`config.mk`:
```
export PLATFORM = sky130hd
export DESIGN_NAME = regfile_wb_arbiter
export DESIGN_NICKNAME = d
export VERILOG_FILES = /design/src/rtl/regfile_wb_arbiter.sv
export SDC_FILE = /design/constraint.sdc
export NUM_CORES = 1
export LEC_CHECK = 0
export CAP_MARGIN = 20
export CORE_MARGIN = 2
export CORE_UTILIZATION = 30
export CTS_BUF_LIST = sky130_fd_sc_hd__clkbuf_8
export CTS_CLUSTER_SIZE = 8
export DETAILED_ROUTE_END_ITERATION = 16
export HOLD_SLACK_MARGIN = 0.03
export SETUP_SLACK_MARGIN = 0.2
export SLEW_MARGIN = 20
export SYNTH_ARGS = -nofsm -noshare
export SYNTH_HDL_FRONTEND = slang
export SYNTH_SLANG_ARGS = --single-unit
```
`constraint.sdc`:
```
create_clock -name clk -period 2.4 [get_ports clk]
set_clock_uncertainty 0.1 [all_clocks]
set_input_delay 0.36 -clock clk [delete_from_list [all_inputs] [get_ports clk]]
set_output_delay 0.36 -clock clk [all_outputs]
set_load 0.05 [all_outputs]
```
`src/rtl/regfile_wb_arbiter.sv`:
```
// regfile_wb_arbiter: arbitrates the register-file write port between loads and a queued ALU path,
// with a pending-write scoreboard for decode hazards. Optional forwarding: define REGFILE_WB_FWD_EN.
`default_nettype none

module regfile_wb_arbiter #(
  parameter int ALU_Q_DEPTH = 2,
  parameter int STARVE_MAX  = 3
) (
  input  logic        clk,
  input  logic        reset,
  input  logic        iss_valid,
  input  logic [4:0]  iss_rd,
  output logic        iss_stall,
  input  logic [4:0]  rs,
  input  logic [4:0]  rt,
  output logic        rd_stall,
  input  logic        alu_valid,
  input  logic [4:0]  alu_rd,
  input  logic [31:0] alu_data,
  output logic        alu_ready,
  input  logic        ld_valid,
  input  logic [4:0]  ld_rd,
  input  logic [31:0] ld_data,
  output logic        ld_ready,
  output logic        rf_we,
  output logic [4:0]  rf_waddr,
  output logic [31:0] rf_wdata,
  output logic        err_unexp,
  output logic        fwd_rs,
  output logic        fwd_rt
);

  localparam int PW = $clog2(ALU_Q_DEPTH);
  localparam int SW = $clog2(STARVE_MAX + 1);

  logic [4:0]    q_rd_q   [ALU_Q_DEPTH];
  logic [31:0]   q_data_q [ALU_Q_DEPTH];
  logic [PW:0]   wr_ptr_q, wr_ptr_d;
  logic [PW:0]   rd_ptr_q, rd_ptr_d;
  logic [SW-1:0] starve_q, starve_d;
  logic [31:0]   pend_q, pend_d;
  logic          rf_we_q, rf_we_d;
  logic [4:0]    rf_waddr_q, rf_waddr_d;
  logic [31:0]   rf_wdata_q, rf_wdata_d;
  logic          err_q, err_d;

  logic          q_nonempty, q_full, starve_at_max;
  logic          push, pop, ld_grant, g_valid;
  logic [4:0]    g_rd;
  logic [31:0]   g_data;

  // Extra pointer MSB distinguishes full from empty when the indices match.
  assign q_nonempty    = (wr_ptr_q != rd_ptr_q);
  assign q_full        = (wr_ptr_q[PW] != rd_ptr_q[PW]) && (wr_ptr_q[PW-1:0] == rd_ptr_q[PW-1:0]);
  assign starve_at_max = (starve_q == SW'(STARVE_MAX));

  assign alu_ready = !q_full;
  assign ld_ready  = !(q_nonempty && starve_at_max);
  assign ld_grant  = ld_valid && ld_ready;
  assign pop       = !ld_grant && q_nonempty;
  assign push      = alu_valid && alu_ready;
  assign g_valid   = ld_grant || pop;
  assign g_rd      = ld_grant ? ld_rd   : q_rd_q[rd_ptr_q[PW-1:0]];
  assign g_data    = ld_grant ? ld_data : q_data_q[rd_ptr_q[PW-1:0]];

  assign iss_stall = iss_valid && pend_q[iss_rd];

`ifdef REGFILE_WB_FWD_EN
  logic hit_rs, hit_rt;
  assign hit_rs   = rf_we_q && (rs == rf_waddr_q);
  assign hit_rt   = rf_we_q && (rt == rf_waddr_q);
  assign rd_stall = (pend_q[rs] && !hit_rs) || (pend_q[rt] && !hit_rt);
  assign fwd_rs   = hit_rs && (rs != 5'd0);
  assign fwd_rt   = hit_rt && (rt != 5'd0);
`else
  assign rd_stall = pend_q[rs] || pend_q[rt];
  assign fwd_rs   = 1'b0;
  assign fwd_rt   = 1'b0;
`endif

  always_comb begin
    wr_ptr_d   = wr_ptr_q + (PW+1)'(push);
    rd_ptr_d   = rd_ptr_q + (PW+1)'(pop);
    starve_d   = starve_q;
    pend_d     = pend_q;
    rf_we_d    = g_valid && (g_rd != 5'd0);
    rf_waddr_d = rf_waddr_q;
    rf_wdata_d = rf_wdata_q;
    err_d      = err_q || (g_valid && (g_rd != 5'd0) && !pend_q[g_rd]);

    if (!q_nonempty || pop) begin
      starve_d = '0;
    end else if (ld_grant && !starve_at_max) begin
      starve_d = starve_q + SW'(1);
    end

    if (g_valid) begin
      rf_waddr_d = g_rd;
      rf_wdata_d = g_data;
    end

    // A same-register set is impossible here: iss_stall blocks it while the bit is live.
    if (rf_we_q) begin
      pend_d[rf_waddr_q] = 1'b0;
    end
    if (iss_valid && !iss_stall && (iss_rd != 5'd0)) begin
      pend_d[iss_rd] = 1'b1;
    end
  end

  always_ff @(posedge clk) begin
    if (push) begin
      q_rd_q[wr_ptr_q[PW-1:0]]   <= alu_rd;
      q_data_q[wr_ptr_q[PW-1:0]] <= alu_data;
    end
  end

  always_ff @(posedge clk or posedge reset) begin
    if (reset) begin
      wr_ptr_q   <= '0;
      rd_ptr_q   <= '0;
      starve_q   <= '0;
      pend_q     <= '0;
      rf_we_q    <= 1'b0;
      rf_waddr_q <= '0;
      rf_wdata_q <= '0;
      err_q      <= 1'b0;
    end else begin
      wr_ptr_q   <= wr_ptr_d;
      rd_ptr_q   <= rd_ptr_d;
      starve_q   <= starve_d;
      pend_q     <= pend_d;
      rf_we_q    <= rf_we_d;
      rf_waddr_q <= rf_waddr_d;
      rf_wdata_q <= rf_wdata_d;
      err_q      <= err_d;
    end
  end

  assign rf_we     = rf_we_q;
  assign rf_waddr  = rf_waddr_q;
  assign rf_wdata  = rf_wdata_q;
  assign err_unexp = err_q;

endmodule

`default_nettype wire

```
==> PnR_summary.wiki, run 1 <==
{| class="wikitable"
! Metric !! Value
|-
| Register area || about 4200 um^2
|-
| Post-route worst setup slack || -0.336 ns
|-
| Overall fraction of global-route tracks in use || 17.5%
|-
| Synth-to-layout area growth || 43.5%
|-
| Detailed Route Iter0 Violations || 422
|-
| Count of final max-slew check failures || 0
|-
| Number of sinks on the clock net || between 150 and 200
|-
| Number of search-and-repair iterations in the first detailed-routing pass || 5
|-
| Outcome || finished with violations
|-
| Layout Utilization || 43.7%
|-
| Pin slew with the least headroom to its limit || about 0.57 ns
|-
| Maximum achievable frequency || about 370 MHz
|-
| Netlist area before placement || roughly 7400 um^2
|-
| Average via count per standard cell || approximately 5.3
|-
| Endpoint required time on the critical path || ~1.9 ns
|-
| Critical path arrival || approximately 2.3 ns
|-
| Worst r2r path cells || 9
|-
| Unrepaired setup endpoints after global routing || yes
|-
| Width of the die || about 160 um
|-
| Switching component of the power || ~0.0064 W
|-
| Highest ir drop seen on vdd || about 0.88 mV
|-
| Global-route wire length before repair || approximately 35,000 um
|-
| CTS Root Buffer Type || sky130_fd_sc_hd__clkbuf_8
|-
| Finish-stage setup viols || 3
|-
| CTS tree || yes
|-
| Power Dens Cells || roughly 1400 nW/um^2
|-
| Sum of net half-perimeters after detailed placement || between 10,000 and 15,000 um
|-
| Starting density of the core || 30.4%
|-
| Number of filler cells placed in the layout || between 2,000 and 2,500
|-
| Worst rel slew slack || between 60% and 70%
|-
| Top FF cell, synth || sky130_fd_sc_hd__dfrtp_1
|-
| Largest fanout on the critical path || 4
|-
| Commonest non-fill, non-tap cells in the layout || 120 x sky130_fd_sc_hd__clkdlybuf4s50_1, 80 x sky130_fd_sc_hd__buf_4, 74 x sky130_fd_sc_hd__edfxtp_1, 52 x sky130_fd_sc_hd__dfrtp_1
|-
| Post-Syn Area per Cell || around 12 um^2
|-
| Pin count of the biggest net entering global routing || about 90
|-
| CTS Buf Count || 17
|-
| PortBufs || approximately 140
|-
| Violated checks || negative setup slack
|-
| Gate count of the mapped netlist || between 500 and 600
|-
| Fraction of layout instances using a drive strength above 1 || a little under a third
|-
| Number of I/O pins || between 100 and 150
|-
| Total die area || roughly 26,000 um^2
|-
| Share of flip-flops with an asynchronous set or reset after synthesis || around half
|-
| Kind of start point of the critical path || flip-flop
|-
| Leakage power of the design || slightly above 4 nW
|-
| Number of antenna violations at the first check in global routing || 3
|-
| Global route overflow || 0
|-
| DRC violation count after routing || 0
|-
| Multi-input logic area || roughly 3300 um^2
|-
| Critical Path End Type || output pin
|-
| Type of the worst setup path || flip-flop to output pin
|-
| Vertical extent of the die || between 150 and 200 um
|-
| Switching power as a share of total power || around 44%
|-
| Count of distinct cell types in the synthesized netlist || 58
|-
| Core Box Area || 24,200 um^2
|-
| Count of maximum capacitance violations || 0
|-
| Average wire per standard cell || roughly 20 um
|-
| Proportion of power drawn by combinational gates || between 50% and 60%
|-
| Yosys synthesis warning count || 0
|-
| Most common cell after layout, fill and taps aside || sky130_fd_sc_hd__clkdlybuf4s50_1
|-
| Number of antenna-violating nets in the routed design || 0
|-
| Internal cell power || between 0.008 and 0.009 W
|-
| Routed Wire Length || between 20,000 and 25,000 um
|-
| Kind of path behind the tightest hold check || input pin to async pin
|-
| Final Power || about 0.014 W
|-
| Yosys reg bits || approximately 150
|-
| Number of levels in the clock H-tree || 4
|-
| Clock slew at the register clock pins of the worst setup and hold paths || 0.09 ns
|-
| Final nets || about 910
|-
| Clock Path Buffers || 2
|-
| Number of global-route vias before repair || about 6,100
|-
| Shortest period the worst path allows || 2.74 ns
|-
| Number of hold-repair buffers added at the cts stage || 0
|-
| Rows || 57
|-
| Period Utilization, post-route || 114%
|-
| Number of enable-type register cells in the synthesized netlist || 74
|-
| Clock share of power || approximately 14%
|-
| Vias || roughly 6,100
|-
| Number of hold violations in the final report || 0
|-
| Final estimated routing congestion in global placement || between 0.9 and 1
|-
| Share of synthesized area occupied by flip-flops and latches || between 50% and 60%
|-
| Clock Latency Late Sink || between 0.4 and 0.5 ns
|-
| Sequential share of power || about a third
|}
-- final cells by class --
| cell class | count | share of cell area (%) |
|---|---|---|
| Multi-Input combinational cell | 398 | 31.3 |
| Antenna cell | 1 | 0.0236 |
| Tap cell | 324 | 3.83 |
| Clock inverter | 14 | 1.58 |
| Inverter | 10 | 0.413 |
| Clock buffer | 17 | 2.21 |
| Timing Repair Buffer | 231 | 21.2 |
| Sequential cell | 151 | 39.5 |
-- routing by layer --
layer	vias up	wire [um]	track usage, %
met3	38	2230	6.04
li1	2747	-	-
met1	2999	9150	22.2
met2	287	10900	28.7
met4	2	371	4.59
met5	-	13	0
-- Yosys cell counts (10+ instances only) --
library cell,n,area [um^2]
sky130_fd_sc_hd__a21oi_1,40,200
sky130_fd_sc_hd__o22ai_1,33,206
sky130_fd_sc_hd__clkbuf_1,27,101
sky130_fd_sc_hd__mux2i_1,45,450
sky130_fd_sc_hd__dfrtp_1,77,1930
sky130_fd_sc_hd__o21ai_0,41,205
sky130_fd_sc_hd__nand3b_1,10,75.1
sky130_fd_sc_hd__nand2_1,13,48.8
sky130_fd_sc_hd__a31oi_1,34,213
sky130_fd_sc_hd__nor2_1,44,165
sky130_fd_sc_hd__o21ai_1,28,140
sky130_fd_sc_hd__edfxtp_1,74,2220
sky130_fd_sc_hd__mux4_2,28,631
-- per-stage QoR --
step	cells	setup WS [ns]	TNS, ns	cell area, um^2	hold WS (ns)
2_1_floorplan	600	0.00622	0	7510	0.311
3_3_place_gp	1081	-0.573	-16.36	9600	0.335
3_5_place_dp	1081	-0.527	-15.14	9600	0.330
4_1_cts	1138	-0.341	-0.549	10400	0.287
5_1_grt	1145	-0.430	-0.892	10600	0.323
6_report	1146	-0.336	-0.549	10600	0.262
-- state kept, by name, indices dropped and copies added, names as in the netlist --
| signal | flops |
|---|---|
| err_unexp | 1 |
| pend_q | 32 |
| q_data_q | 64 |
| q_rd_q | 10 |
| rd_ptr_q | 2 |
| rf_waddr | 5 |
| rf_wdata | 32 |
| rf_we | 1 |
| starve_q | 2 |
| wr_ptr_q | 2 |
-- kinds of logic after synthesis --
logic type	synth area share, %
other	0.0508
flip-flops	56.2
adder cells (fa/ha/maj)	0.678
buffers and inverters	2.88
AND/OR/NAND/NOR	7.92
XOR/XNOR	0.678
multiplexers	15.6
AO/OA/AOI/OAI	16.0
-- worst max-delay path, stage by stage, from the launching register on --
cell and delay, ns:
sky130_fd_sc_hd__dfrtp_1 0.47, sky130_fd_sc_hd__mux4_2 0.47, sky130_fd_sc_hd__mux4_2 0.47, sky130_fd_sc_hd__mux2i_2 0.18, sky130_fd_sc_hd__nand2_2 0.08, sky130_fd_sc_hd__buf_8 0.15
-- power by group through the flow --
stage | logic, W | clock network (W) | registers [W]
floorplan | 0.00357 | 0 | 0.00547
global placement | 0.00671 | 0 | 0.00470
detailed placement | 0.00682 | 0 | 0.00470
CTS | 0.00728 | 0.00206 | 0.00465
global route | 0.00828 | 0.00215 | 0.00480
finish | 0.00771 | 0.00203 | 0.00470
-- path summary, 6_finish.rpt --
path / startpoint / endpoint / slack, ns
min reg2reg: starve_q[0] / starve_q[0] / 0.34
max in group asynchronous: reset / rd_ptr_q[0] / 1.53
max: pend_q[8] / rd_stall / -0.34
min in group clk: starve_q[0] / starve_q[0] / 0.34
max reg2reg: wr_ptr_q[1] / err_unexp / 0
min: reset / pend_q[17] / 0.26
-- what timing repair did --
action / CTS / global route
gates cloned: 1 / 1
setup endpoints to repair: 41 / 52
pin swaps: 13 / 13
resized for setup: 61 / 44
setup buffers: 25 / 6
Note: power is estimated with default switching activity, not from simulation.
==> inputs of run 2 (changes only) <==
- CORE_UTILIZATION: 30 -> 45
- PLACE_DENSITY: default -> 0.73
==> PnR_summary.wiki, run 2 (synthesized netlist as in run 1, its figures left out) <==
{| class="wikitable"
! Metric !! Value
|-
| Outcome || finished with violations
|-
| Violated checks || negative setup slack
|-
| Final estimated routing congestion in global placement || approximately 0.90
|-
| Aggregate negative setup slack || -0.666 ns
|-
| Synth-to-layout area growth || 39.8%
|-
| Count of maximum capacitance violations || 0
|-
| Number of antenna violations at the first check in global routing || 0
|-
| Detailed Route Iter0 Violations || just over 400
|-
| Average via count per standard cell || about 6
|-
| Rows || between 40 and 50
|-
| Worst r2r path cells || 9
|-
| Starting density of the core || between 40% and 50%
|-
| Shortest period the worst path allows || between 2 and 3 ns
|-
| Count of final max-slew check failures || 0
|-
| Number of hold violations in the final report || 0
|-
| CTS tree || yes
|-
| Core Box Area || 15,900 um^2
|-
| Clock Latency Late Sink || 0.46 ns
|-
| Period Utilization, post-route || 116%
|-
| Highest ir drop seen on vdd || roughly 0.90 mV
|-
| Start point of the critical path || pend_q[22]
|-
| Fraction of layout instances using a drive strength above 1 || about 29%
|-
| Kind of path behind the tightest hold check || input pin to async pin
|-
| Maximum achievable frequency || between 300 and 400 MHz
|-
| Number of search-and-repair iterations in the first detailed-routing pass || 5
|-
| Most common cell after layout, fill and taps aside || sky130_fd_sc_hd__clkdlybuf4s50_1
|-
| Flop2flop setup slack || -0.01 ns
|-
| Total die area || ~17,000 um^2
|-
| Clock Path Buffers || 2
|-
| Vertical extent of the die || ~130 um
|-
| Post-route worst setup slack || -0.374 ns
|-
| Power Dens Cells || around 1400 nW/um^2
|-
| CTS Root Buffer Type || sky130_fd_sc_hd__clkbuf_8
|-
| Unrepaired setup endpoints after global routing || yes
|-
| Global-route wire length before repair || roughly 34,000 um
|-
| Number of antenna-violating nets in the routed design || 0
|-
| Endpoint required time on the critical path || approximately 1.9 ns
|-
| Finish-stage setup viols || 3
|-
| Kind of start point of the critical path || flip-flop
|-
| Vias || around 6,000
|-
| Routed Wire Length || 21,700 um
|-
| Critical Path End Type || output pin
|-
| Leakage power of the design || about 3.9 nW
|-
| Largest fanout on the critical path || 5
|-
| Number of global-route vias before repair || 6,110
|-
| Number of inserted diodes || 0
|-
| Final nets || around 900
|-
| PortBufs || 136
|-
| Total placed instance area || ~9500 um^2
|-
| Post-route cell area || 10,300 um^2
|-
| Number of filler cells placed in the layout || 1,219
|-
| Number of sinks on the clock net || around 150
|-
| CTS Buf Count || 17
|-
| Pin slew with the least headroom to its limit || between 0.5 and 0.6 ns
|-
| Worst reg2reg startpoint || wr_ptr_q[1]
|-
| Number of levels in the clock H-tree || 4
|-
| Commonest non-fill, non-tap cells in the layout || 121 x sky130_fd_sc_hd__clkdlybuf4s50_1, 74 x sky130_fd_sc_hd__edfxtp_1, 59 x sky130_fd_sc_hd__buf_4, 57 x sky130_fd_sc_hd__dfrtp_1, 45 x sky130_fd_sc_hd__mux2i_1
|-
| Overall fraction of global-route tracks in use || 25.2%
|-
| DRC violation count after routing || 0
|-
| Pin count of the biggest net entering global routing || 78
|-
| Capture point of the worst reg-to-reg path || err_unexp
|-
| Number of hold-repair buffers added at the cts stage || 0
|-
| Worst rel slew slack || 64.8%
|-
| Number of I/O pins || approximately 140
|-
| Critical path arrival || 2.31 ns
|-
| Width of the die || between 100 and 150 um
|-
| Clock slew at the register clock pins of the worst setup and hold paths || 0.08 ns
|-
| Number of flip-flops in the largest register || 64
|-
| Global route overflow || 0
|-
| Average wire per standard cell || approximately 21 um
|-
| Sum of net half-perimeters after detailed placement || between 15,000 and 20,000 um
|-
| Type of the worst setup path || flip-flop to output pin
|}
## run 2: cell types whose count changed in the layout (fill, tap and decap cells not counted), sizes merged
cell / previous run / this run
buf: 98 / 81
bufinv: 2 / 1
clkbuf: 18 / 17
clkdlybuf4s50: 120 / 121
clkinv: 5 / 10
diode: 1 / 0
dlymetal6s2s: 2 / 1
inv: 16 / 13
## run 2: cell type report
type                    instances  area [um^2]  area share, %
flip-flops and latches        151         4170           40.5
multi-input cells             398         3350           32.5
repair buffers                213         2110           20.5
well taps                     216          270           2.62
clock buffers                  17          234           2.27
clock inverters                15          129           1.25
inverters                      10         43.8          0.425
## run 2: critical path: stages (launching register included)
cell and delay (ns):
sky130_fd_sc_hd__dfrtp_2 0.47, sky130_fd_sc_hd__mux4_2 0.48, sky130_fd_sc_hd__mux4_2 0.48, sky130_fd_sc_hd__mux2i_1 0.19, sky130_fd_sc_hd__nand2_2 0.09, sky130_fd_sc_hd__buf_8 0.15
## run 2: where the power goes
group	switching, W	internal [W]
Sequential	0.000945	0.00384
Combinational	0.00428	0.00310
Clock	0.000972	0.000820
Total	0.00620	0.00776
## run 2: metal layers
layer | track usage [%] | wire length, um
met1 | 30.5 | 8310
met3 | 6.54 | 1720
met5 | 0 | 0
met4 | 11.8 | 806
met2 | 42.2 | 10800
## run 2: worst max-delay path by stage
| stage | end | slack, ns | depth (start not counted) |
|---|---|---|---|
| detailed placement | iss_stall | -0.55 | 8 |
| global placement | iss_stall | -0.53 | 8 |
| finish | rd_stall | -0.37 | 5 |
| global route | rd_stall | -0.48 | 5 |
| floorplan | err_unexp | 0.006 | 9 |
| CTS | rd_stall | -0.40 | 5 |
## run 2: stage by stage
step / util, % / total power [W] / std cells / setup slack (ns) / hold WS [ns]
2_1_floorplan: - / 0.00903 / 600 / 0.00622 / 0.311
3_3_place_gp: 59.4 / 0.0113 / 970 / -0.534 / 0.322
3_5_place_dp: 59.4 / 0.0115 / 970 / -0.549 / 0.346
4_1_cts: 63.9 / 0.0138 / 1017 / -0.401 / 0.264
5_1_grt: 64.7 / 0.0147 / 1020 / -0.475 / 0.292
6_report: 64.7 / 0.0140 / 1020 / -0.374 / 0.222
## run 2: repair_timing
item | in CTS | in global routing
buffers inserted | 14 | 3
cloned | 1 | 0
pin swaps | 16 | 12
endpoints found under the setup margin | 56 | 42
resized for setup | 80 | 23
